$ cat src/rtl/encrypt_pipe_pkg.sv
// encrypt_pipe_pkg: shared types and widths for the encrypt pipeline controller.
// Provides the controller state enum, the bundled frame configuration struct,
// and the byte / shift / rotation-frequency widths.
package encrypt_pipe_pkg;

    localparam int BYTE_W  = 8;
    localparam int SHIFT_W = 4;
    localparam int ROT_W   = 3;

    typedef enum logic [1:0] {
        IDLE  = 2'd0,
        RUN   = 2'd1,
        DRAIN = 2'd2,
        DONE  = 2'd3
    } ctrl_state_t;

    typedef struct packed {
        logic               mode;
        logic               shift_en;
        logic [SHIFT_W-1:0] shift_amt;
        logic [BYTE_W-1:0]  k1;
        logic [BYTE_W-1:0]  k2;
        logic [BYTE_W-1:0]  k3;
        logic [ROT_W-1:0]   rot_freq;
    } cfg_t;

endpackage

$ cat src/rtl/encrypt_pipe_rot_ctr.sv
// encrypt_pipe_rot_ctr: per-frame shift amount with periodic stepping.
// Ports: clk, rst (async active-low), load/init_amt (start of frame),
// rot_freq (bytes per step, 0 = never step), step (byte accepted),
// shift_amt (current shift amount, wraps 15 -> 0).
module encrypt_pipe_rot_ctr
    import encrypt_pipe_pkg::*;
(
    input  logic               clk,
    input  logic               rst,
    input  logic               load,
    input  logic [SHIFT_W-1:0] init_amt,
    input  logic [ROT_W-1:0]   rot_freq,
    input  logic               step,
    output logic [SHIFT_W-1:0] shift_amt
);

    logic [ROT_W-1:0] rot_cnt;
    logic             pend;
    logic             wrap;

    assign wrap = rot_cnt == rot_freq - ROT_W'(1);

    // The increment earned by a byte is held in pend and applied on the next
    // accepted byte, so it shows up together with that successor's pipe_en.
    always_ff @(posedge clk or negedge rst) begin
        if (!rst) begin
            rot_cnt   <= '0;
            pend      <= 1'b0;
            shift_amt <= '0;
        end else if (load) begin
            rot_cnt   <= '0;
            pend      <= 1'b0;
            shift_amt <= init_amt;
        end else if (step && rot_freq != '0) begin
            shift_amt <= shift_amt + SHIFT_W'(pend);
            pend      <= wrap;
            rot_cnt   <= wrap ? '0 : rot_cnt + ROT_W'(1);
        end
    end

endmodule

$ cat src/rtl/encrypt_pipe_ctrl.sv
// encrypt_pipe_ctrl: frame sequencer in front of the compare/scramble pipe.
// Ports: clk, rst (async active-low); cfg_* valid/ready config accept;
// s_* valid/ready byte stream; pipe_* registered byte and held config;
// busy, done (one-cycle frame-end pulse), byte_cnt (bytes accepted).
// Build option CTRL_ABORT_EN adds an abort input that ends a frame early.
module encrypt_pipe_ctrl
    import encrypt_pipe_pkg::*;
#(
    parameter int LEN_W      = 16,
    parameter int PIPE_DEPTH = 3,
    parameter int DRAIN_W    = 4
) (
    input  logic               clk,
    input  logic               rst,
`ifdef CTRL_ABORT_EN
    input  logic               abort,
`endif
    input  logic               cfg_valid,
    output logic               cfg_ready,
    input  logic               cfg_mode,
    input  logic               cfg_shift_en,
    input  logic [SHIFT_W-1:0] cfg_shift_amt,
    input  logic [BYTE_W-1:0]  cfg_k1,
    input  logic [BYTE_W-1:0]  cfg_k2,
    input  logic [BYTE_W-1:0]  cfg_k3,
    input  logic [ROT_W-1:0]   cfg_rot_freq,
    input  logic [LEN_W-1:0]   cfg_len,
    input  logic               s_valid,
    output logic               s_ready,
    input  logic [BYTE_W-1:0]  s_data,
    output logic               pipe_en,
    output logic [BYTE_W-1:0]  pipe_din,
    output logic               pipe_mode,
    output logic               pipe_shift_en,
    output logic [SHIFT_W-1:0] pipe_shift_amt,
    output logic [BYTE_W-1:0]  pipe_k1,
    output logic [BYTE_W-1:0]  pipe_k2,
    output logic [BYTE_W-1:0]  pipe_k3,
    output logic [ROT_W-1:0]   pipe_rot_freq,
    output logic               busy,
    output logic               done,
    output logic [LEN_W-1:0]   byte_cnt
);

    ctrl_state_t        state, state_nxt;
    cfg_t               cfg_in;
    logic [LEN_W-1:0]   len_q;
    logic [DRAIN_W-1:0] drain_cnt;
    logic               cfg_acc;
    logic               hs;
    logic               last;
    logic               abort_run;

    assign cfg_in = '{cfg_mode, cfg_shift_en, cfg_shift_amt, cfg_k1, cfg_k2, cfg_k3, cfg_rot_freq};

    assign cfg_ready = state == IDLE;
    assign s_ready   = state == RUN;
    assign busy      = state != IDLE;
    assign done      = state == DONE;

`ifdef CTRL_ABORT_EN
    assign abort_run = abort && state == RUN;
`else
    assign abort_run = 1'b0;
`endif

    // Abort wins over a same-cycle byte: that byte is simply not accepted.
    assign cfg_acc = cfg_valid && cfg_ready;
    assign hs      = s_valid && s_ready && !abort_run;
    assign last    = hs && byte_cnt == len_q - LEN_W'(1);

    always_comb begin
        state_nxt = state;
        case (state)
            IDLE:    state_nxt = cfg_acc ? (cfg_len != '0 ? RUN : DONE) : IDLE;
            RUN:     state_nxt = (last || abort_run) ? DRAIN : RUN;
            DRAIN:   state_nxt = drain_cnt == '0 ? DONE : DRAIN;
            default: state_nxt = IDLE;
        endcase
    end

    // The drain counter is kept at PIPE_DEPTH throughout RUN, so it holds that
    // value on the first DRAIN cycle without a dedicated entry strobe.
    always_ff @(posedge clk or negedge rst) begin
        if (!rst) begin
            state         <= IDLE;
            len_q         <= '0;
            drain_cnt     <= '0;
            byte_cnt      <= '0;
            pipe_en       <= 1'b0;
            pipe_din      <= '0;
            pipe_mode     <= 1'b0;
            pipe_shift_en <= 1'b0;
            pipe_k1       <= '0;
            pipe_k2       <= '0;
            pipe_k3       <= '0;
            pipe_rot_freq <= '0;
        end else begin
            state     <= state_nxt;
            pipe_en   <= hs;
            drain_cnt <= state == RUN ? DRAIN_W'(PIPE_DEPTH) :
                         (state == DRAIN && drain_cnt != '0) ? drain_cnt - DRAIN_W'(1) : drain_cnt;
            if (hs) begin
                pipe_din <= s_data;
                byte_cnt <= byte_cnt + LEN_W'(1);
            end
            if (cfg_acc) begin
                len_q         <= cfg_len;
                byte_cnt      <= '0;
                pipe_mode     <= cfg_in.mode;
                pipe_shift_en <= cfg_in.shift_en;
                pipe_k1       <= cfg_in.k1;
                pipe_k2       <= cfg_in.k2;
                pipe_k3       <= cfg_in.k3;
                pipe_rot_freq <= cfg_in.rot_freq;
            end
        end
    end

    encrypt_pipe_rot_ctr u_rot (
        .clk      (clk),
        .rst      (rst),
        .load     (cfg_acc),
        .init_amt (cfg_in.shift_amt),
        .rot_freq (pipe_rot_freq),
        .step     (hs),
        .shift_amt(pipe_shift_amt)
    );

endmodule

$ cat config.mk
export PLATFORM = sky130hd
export DESIGN_NAME = encrypt_pipe_ctrl
export DESIGN_NICKNAME = d
export VERILOG_FILES = /design/src/rtl/encrypt_pipe_pkg.sv /design/src/rtl/encrypt_pipe_rot_ctr.sv /design/src/rtl/encrypt_pipe_ctrl.sv
export SDC_FILE = /design/constraint.sdc
export NUM_CORES = 1
export LEC_CHECK = 0
export CAP_MARGIN = 20
export CELL_PAD_IN_SITES_DETAIL_PLACEMENT = 0
export CELL_PAD_IN_SITES_GLOBAL_PLACEMENT = 2
export CORE_MARGIN = 1.5
export CORE_UTILIZATION = 30
export CTS_CLUSTER_SIZE = 16
export DETAILED_ROUTE_END_ITERATION = 12
export PLACE_DENSITY_LB_ADDON = 0.15
export SLEW_MARGIN = 20
export SYNTH_ARGS = -nofsm -noshare
export SYNTH_HDL_FRONTEND = slang
export SYNTH_SLANG_ARGS = --single-unit
$ cat constraint.sdc
create_clock -name clk -period 4.7 [get_ports clk]
set_input_delay 0.47 -clock clk [delete_from_list [all_inputs] [get_ports clk]]
set_output_delay 0.47 -clock clk [all_outputs]
set_load 0.005 [all_outputs]
==> results of run 1 <==
[kinds of logic (layout without fill, tap and decap cells)]
kind of cell,count (synthesis),in the layout
multiplexers,3,3
adder cells (fa/ha/maj),9,9
buffers and inverters,31,150
AO/OA/AOI/OAI,41,41
AND/OR/NAND/NOR,271,271
flip-flops,84,84
XOR/XNOR,37,37
[registers in the layout (all words and copies together) (netlist names), 4 cells and up]
register,flops
byte_cnt,16
len_q,16
pipe_din,8
pipe_k1,8
pipe_k2,8
pipe_k3,8
drain_cnt,4
u_rot.shift_amt,4
[power by group through the flow]
stage / sequential (uW) / combinational (uW) / clock (uW)
after global placement: 1230 / 1200 / 0
after floorplan: 1190 / 671 / 0
after CTS: 1230 / 1210 / 806
final: 1230 / 1190 / 778
after global routing: 1270 / 1350 / 836
after detailed placement: 1240 / 1200 / 0
[per-layer routing]
| layer | share of wire | wire length (microns) | vias up | track usage |
|---|---|---|---|---|
| met2 | 0.44 | 5166 | 98 | 0.2642 |
| li1 | - | - | 1794 | - |
| met5 | 0 | 0 | - | 0 |
| met4 | 0.028 | 330 | 0 | 0.08088 |
| met1 | 0.45 | 5256 | 1704 | 0.2140 |
| met3 | 0.079 | 925 | 17 | 0.06626 |
[worst max path at each step]
stage	start	endpoint	slack, ps	cells past startpoint
2_1_floorplan	len_q[0]	state[0]	2340	9
3_3_place_gp	s_valid	byte_cnt[15]	1910	7
3_5_place_dp	state[0]	byte_cnt[15]	1810	7
4_1_cts	state[0]	byte_cnt[15]	1780	7
5_1_grt	state[0]	byte_cnt[15]	1490	7
6_report	state[1]	byte_cnt[15]	1820	7
[layout by cell type, fill, tap and decap left out, types with 6 or more instances in the layout]
cell	count
nand2_1	178
clkdlybuf4s50_1	121
dfrtp_1	84
nor2_1	23
xor2_1	21
o21ai_0	19
xnor2_1	15
nand3_1	12
nor3_1	9
ha_1	9
clkbuf_16	9
inv_1	8
nor4_1	8
and3_1	6
[final cells by class]
cell class | instances | share of cell area
clock buffer | 13 | 0.04420
clock inverter | 3 | 0.01169
inverter | 9 | 0.005737
multi-input combinational | 361 | 0.3311
sequential | 84 | 0.3570
tap | 176 | 0.03740
timing repair buffer | 125 | 0.2129
[worst max-delay path, delay by kind of cell, from the launching register on]
family                 cells  cell delay (ps)
buffers and inverters      1              400
flip-flops                 1              430
AO/OA/AOI/OAI              1              150
AND/OR/NAND/NOR            5             1810
[per-stage QoR]
stage          setup WS, ps  instance area, sq um  hold slack (ps)  total power, uW  utilization
6_report               1824                  5888            106.1             3203       0.4394
4_1_cts                1781                  5868            121.2             3247       0.4379
2_1_floorplan          2343                  4184            174.4             1858            -
3_3_place_gp           1912                  5539            457.0             2433       0.4134
5_1_grt                1487                  5888            150.4             3460       0.4394
3_5_place_dp           1813                  5539            461.5             2437       0.4134
==> results_dict.tcl, run 1 <==
set metrics [dict create \
    status "finished, final reports clean" \
    worst_pin_slew_ps 803.6 \
    ctsLongestPathBuffers 2 \
    critPathSlowestCell "nand2_1" \
    fin_cells 771 \
    nets 660 \
    regArea_sq_um 2102 \
    cts_tree "done" \
    cts_hold_buf 0 \
    synth_edf_count 0 \
    finalHoldViolCount 0 \
    r2r_slack_ps 1820 \
    drc 0 \
    io_buffers 122 \
    htreeDepth 3 \
    swShare 0.3294 \
    cts.clk_slew.worst_paths_ps 60 \
    maxCapViolCount 0 \
    synth_mux_area_frac 0.007177 \
    yosysSeqAreaShare 0.5024 \
    io_pins 123 \
    grt_use_total 0.1725 \
    cts.sinks 84 \
    setup_tns_ps 0 \
    synth_top_family_by_area "simple AND/OR/NAND/NOR gates" \
    insertion_delay_ps 340 \
    syn_area_sq_um 4184 \
    vdd_drop_max_v 0.0001864 \
    diodes 0 \
    r2r_start "state[1]" \
    r2r-end "byte_cnt[15]" \
    synth-simple-area-share 0.2892 \
    drtIter0Drc 149 \
    yosys.area.top_type_share 0.5024 \
    synthArstFlopShare 1.000 \
    ys.flop_type "dfrtp_1" \
    syn_nets 546 \
    antenna_left 0 \
    min_path_type "in2async" \
    yosys_warnings 0 \
    core_sq_um 13400 \
    vias 3613 \
    multi_input_area_sq_um 1949 \
    yosys.area_share.adder 0.02691 \
    grt_pass1_wl_microns 19240 \
    ys_types 54 \
    cp.arrival_ps 3130 \
    pwr-share-seq 0.384 \
    netlist_top_cells_area "dfrtp_1 (50%), nand2_1 (16%), xor2_1 (4.4%)" \
    gp_congestion 0.8088 \
    crit_required_ps 4960 \
    slew_headroom 0.4643 \
    intPower_uw 2148 \
    fmaxAchievable_mhz 347.7 \
    via_per_inst 4.686 \
    clock_skew_ps 6.686 \
    crit_fanout 16 \
    cts_setup_buffers 0 \
    cts_buffers 9 \
    avgSynthCellArea_sq_um 8.790 \
    dr.pass1.iters 4 \
    yosys_register_bits 84 \
    grt_pass1_vias 3680 \
    start_kind "register" \
    p_leak_uw 0.002683 \
    routedWlPerCell_microns 15.15 \
    critPathCaptureType "register" \
    power_density_nw_per_um2 543.9 \
    die-area_sq_um 14660 \
    antenna_found_initial 0 \
    worstSetupPathType "reg2reg" \
    fin_crit_sh 0.6119 \
    place_inst 754 \
    yosysMostFrequentCell "nand2_1" \
    netlist_instances 476 \
    n_fill_cell 1328 \
    synth_xor_area_frac 0.08074 \
    cts_resized 0 \
    grt_max_degree 52 \
    ff2ff_path_depth 7 \
    rows 42 \
    p_clk_frac 0.243 \
    comb_power_share 0.373 \
    p_sw_uw 1055 \
    cts-root-buf "clkbuf_16" \
    grt_setup_unrepaired "false" \
    areaGrowthSynthToFinish_pct 40.73 \
    synth-compound-area-share 0.06100 \
    drive_above_1_share 0.05042 \
    grt_overflow_total 0 \
    slew_violations 0 \
    finalCriticalPeriod_ps 2876 \
    wirelength_microns 11680 \
    dp_hpwl_microns 8286 \
    critical-path-max-stage-delay_ps 470 \
    die_h_microns 121.1 \
    setup_viol 0 \
    yosys.area.top_type "dfrtp_1" \
    yosys-top-cells-count "nand2_1 (179), dfrtp_1 (84), nor2_1 (23), xor2_1 (21), o21ai_0 (19)" \
    initial_utilization 0.3122 \
    crit_path_cell_trace "nor2b_1 > nand2_1 > inv_2 > and4_1 > nand3_1 > or3_1 > a21oi_1" \
    die_x_microns 121.1 \
]
No activity file was read; power rests on OpenSTA's default activity.
==> run 2: changes to the inputs <==
CORE_UTILIZATION = 28   (was 30)
clock period = 2.9 ns   (was 4.7 ns; I/O delays follow)
==> run 2 against run 1 <==
Wire length fell by 0.31%; clock power grew 39%; sequential cell count unchanged; highest routed layer unchanged; worst setup slack worse by 1400 ps; count of clock-buffer cells in the layout shrank 1.
==> results_dict.tcl, run 2 (same netlist as run 1, synthesis figures left out) <==
set metrics [dict create \
    cts.clk_slew.worst_paths_ps 60 \
    dr.pass1.iters 4 \
    grt_max_degree 43 \
    die-area_sq_um 15690 \
    setup_viol 0 \
    comb_power_share 0.392 \
    grt_use_total 0.1570 \
    grt_setup_unrepaired "false" \
    via_per_inst 4.575 \
    worst_pin_slew_ps 839.3 \
    dpl-instance-area_sq_um 5614 \
    cts_tree "done" \
    htreeDepth 3 \
    drive_above_1_share 0.05980 \
    pwr-share-seq 0.394 \
    insertion_delay_ps 340 \
    place_inst 769 \
    vias 3596 \
    power_density_nw_per_um2 853.0 \
    nets 667 \
    grt_overflow_total 0 \
    fin_crit_sh 0.8637 \
    worstSetupPathType "reg2reg" \
    final_common_cell "nand2_1" \
    layout_common_cells "nand2_1 (178), clkdlybuf4s50_1 (121), dfrtp_1 (84)" \
    cts.sinks 84 \
    rows 44 \
    clock_skew_ps 3.157 \
    status "finished, final reports clean" \
    n_fill_cell 1470 \
    fmaxAchievable_mhz 399.2 \
    cp.arrival_ps 2710 \
    initial_utilization 0.2868 \
    critical-path-max-stage-delay_ps 570 \
    top_regs "byte_cnt x16, len_q x16" \
    diodes 0 \
    cts_setup_buffers 0 \
    io_buffers 122 \
    intPower_uw 3299 \
    die_x_microns 125.2 \
    min_path_type "in2async" \
    grt_pass1_wl_microns 19480 \
    io_pins 123 \
    vdd_drop_max_v 0.0003378 \
    ctsLongestPathBuffers 2 \
    dp_hpwl_microns 8375 \
    maxCapViolCount 0 \
    core_sq_um 14590 \
    crit_required_ps 3100 \
    setup_tns_ps 0 \
    final_area_sq_um 5896 \
    holdWs_ps 468.3 \
    cts-root-buf "clkbuf_16" \
    start_kind "register" \
    antenna_found_initial 1 \
    slew_headroom 0.4393 \
    drc 0 \
    routedWlPerCell_microns 14.81 \
    cts_resized 0 \
    cts_hold_buf 1 \
    grt_pass1_vias 3734 \
    swShare 0.3440 \
    die_h_microns 125.2 \
    finalHoldViolCount 0 \
    final_util 0.4041 \
    cts_buffers 9 \
    finalCriticalPeriod_ps 2505 \
    slew_violations 0 \
    wirelength_microns 11640 \
    crit_path_cell_trace "inv_1 > ha_1 > or3b_2 > nand4bb_1 > xnor2_1 > a2111oi_0 > nor4b_2 > a41oi_1" \
    critPathSlowestCell "or3b_2" \
    p_sw_uw 1730 \
    crit_fanout 9 \
    fin_cells 786 \
    critPathCaptureType "register" \
    areaGrowthSynthToFinish_pct 40.91 \
    gp_congestion 0.7264 \
    antenna_left 0 \
    drtIter0Drc 175 \
    p_leak_uw 0.002681 \
    p_clk_frac 0.214 \
]
## run 2: final timing paths
kind                                      to  slack (ps)  startpoint  depth (start not counted)
worst max-delay path                state[0]         400    len_q[0]                          8
worst min-delay path            drain_cnt[0]         470         rst                          2
worst max register to register      state[0]         400    len_q[0]                          8
worst min register to register    pipe_k2[2]         470  pipe_k2[2]                          2
max in group asynchronous         pipe_k2[4]        1680         rst                          3
min in group clk                  pipe_k2[3]         470   cfg_k2[3]                          3
## run 2: stage by stage
step / total power, uW / worst slack [ps]
floorplan: 3011 / 542.5
global placement: 3964 / 450.4
detailed placement: 3984 / 396.2
CTS: 5113 / 381.8
global route: 5464 / 108.0
finish: 5029 / 395.1
## run 2: cell type report
| type | instances | area [sq um] | share of cell area |
|---|---|---|---|
| Multi-Input combinational cell | 361 | 1949 | 0.3306 |
| Tap cell | 184 | 230.2 | 0.03905 |
| Timing Repair Buffer | 132 | 1309 | 0.2220 |
| Sequential cell | 84 | 2102 | 0.3565 |
| Clock inverter | 4 | 25.02 | 0.004244 |
| Clock buffer | 12 | 246.5 | 0.04181 |
| Inverter | 9 | 33.78 | 0.005730 |
## run 2: layer usage
layer	share of wire	routed length [microns]	GRT usage
met3	0.084	983	0.06076
met2	0.43	5026	0.2369
met5	0	0	0
met4	0.027	310	0.07152
met1	0.46	5322	0.1987
## run 2: worst max-delay path: cells and delay by family, from the launching register on
family                   cells  cell delay [ps]
AND/OR/NAND/NOR              3             1140
flip-flops                   1              420
AO/OA/AOI/OAI                2              390
adder cells (fa/ha/maj)      1              180
XOR/XNOR                     1              140
buffers and inverters        1               90
## run 2: power by group through the flow
stage / logic, uW / clock network, uW / registers [uW]
floorplan: 1090 / 0 / 1920
global placement: 1980 / 0 / 1990
detailed placement: 1980 / 0 / 2000
CTS: 2000 / 1120 / 1990
global route: 2220 / 1180 / 2060
finish: 1970 / 1080 / 1980
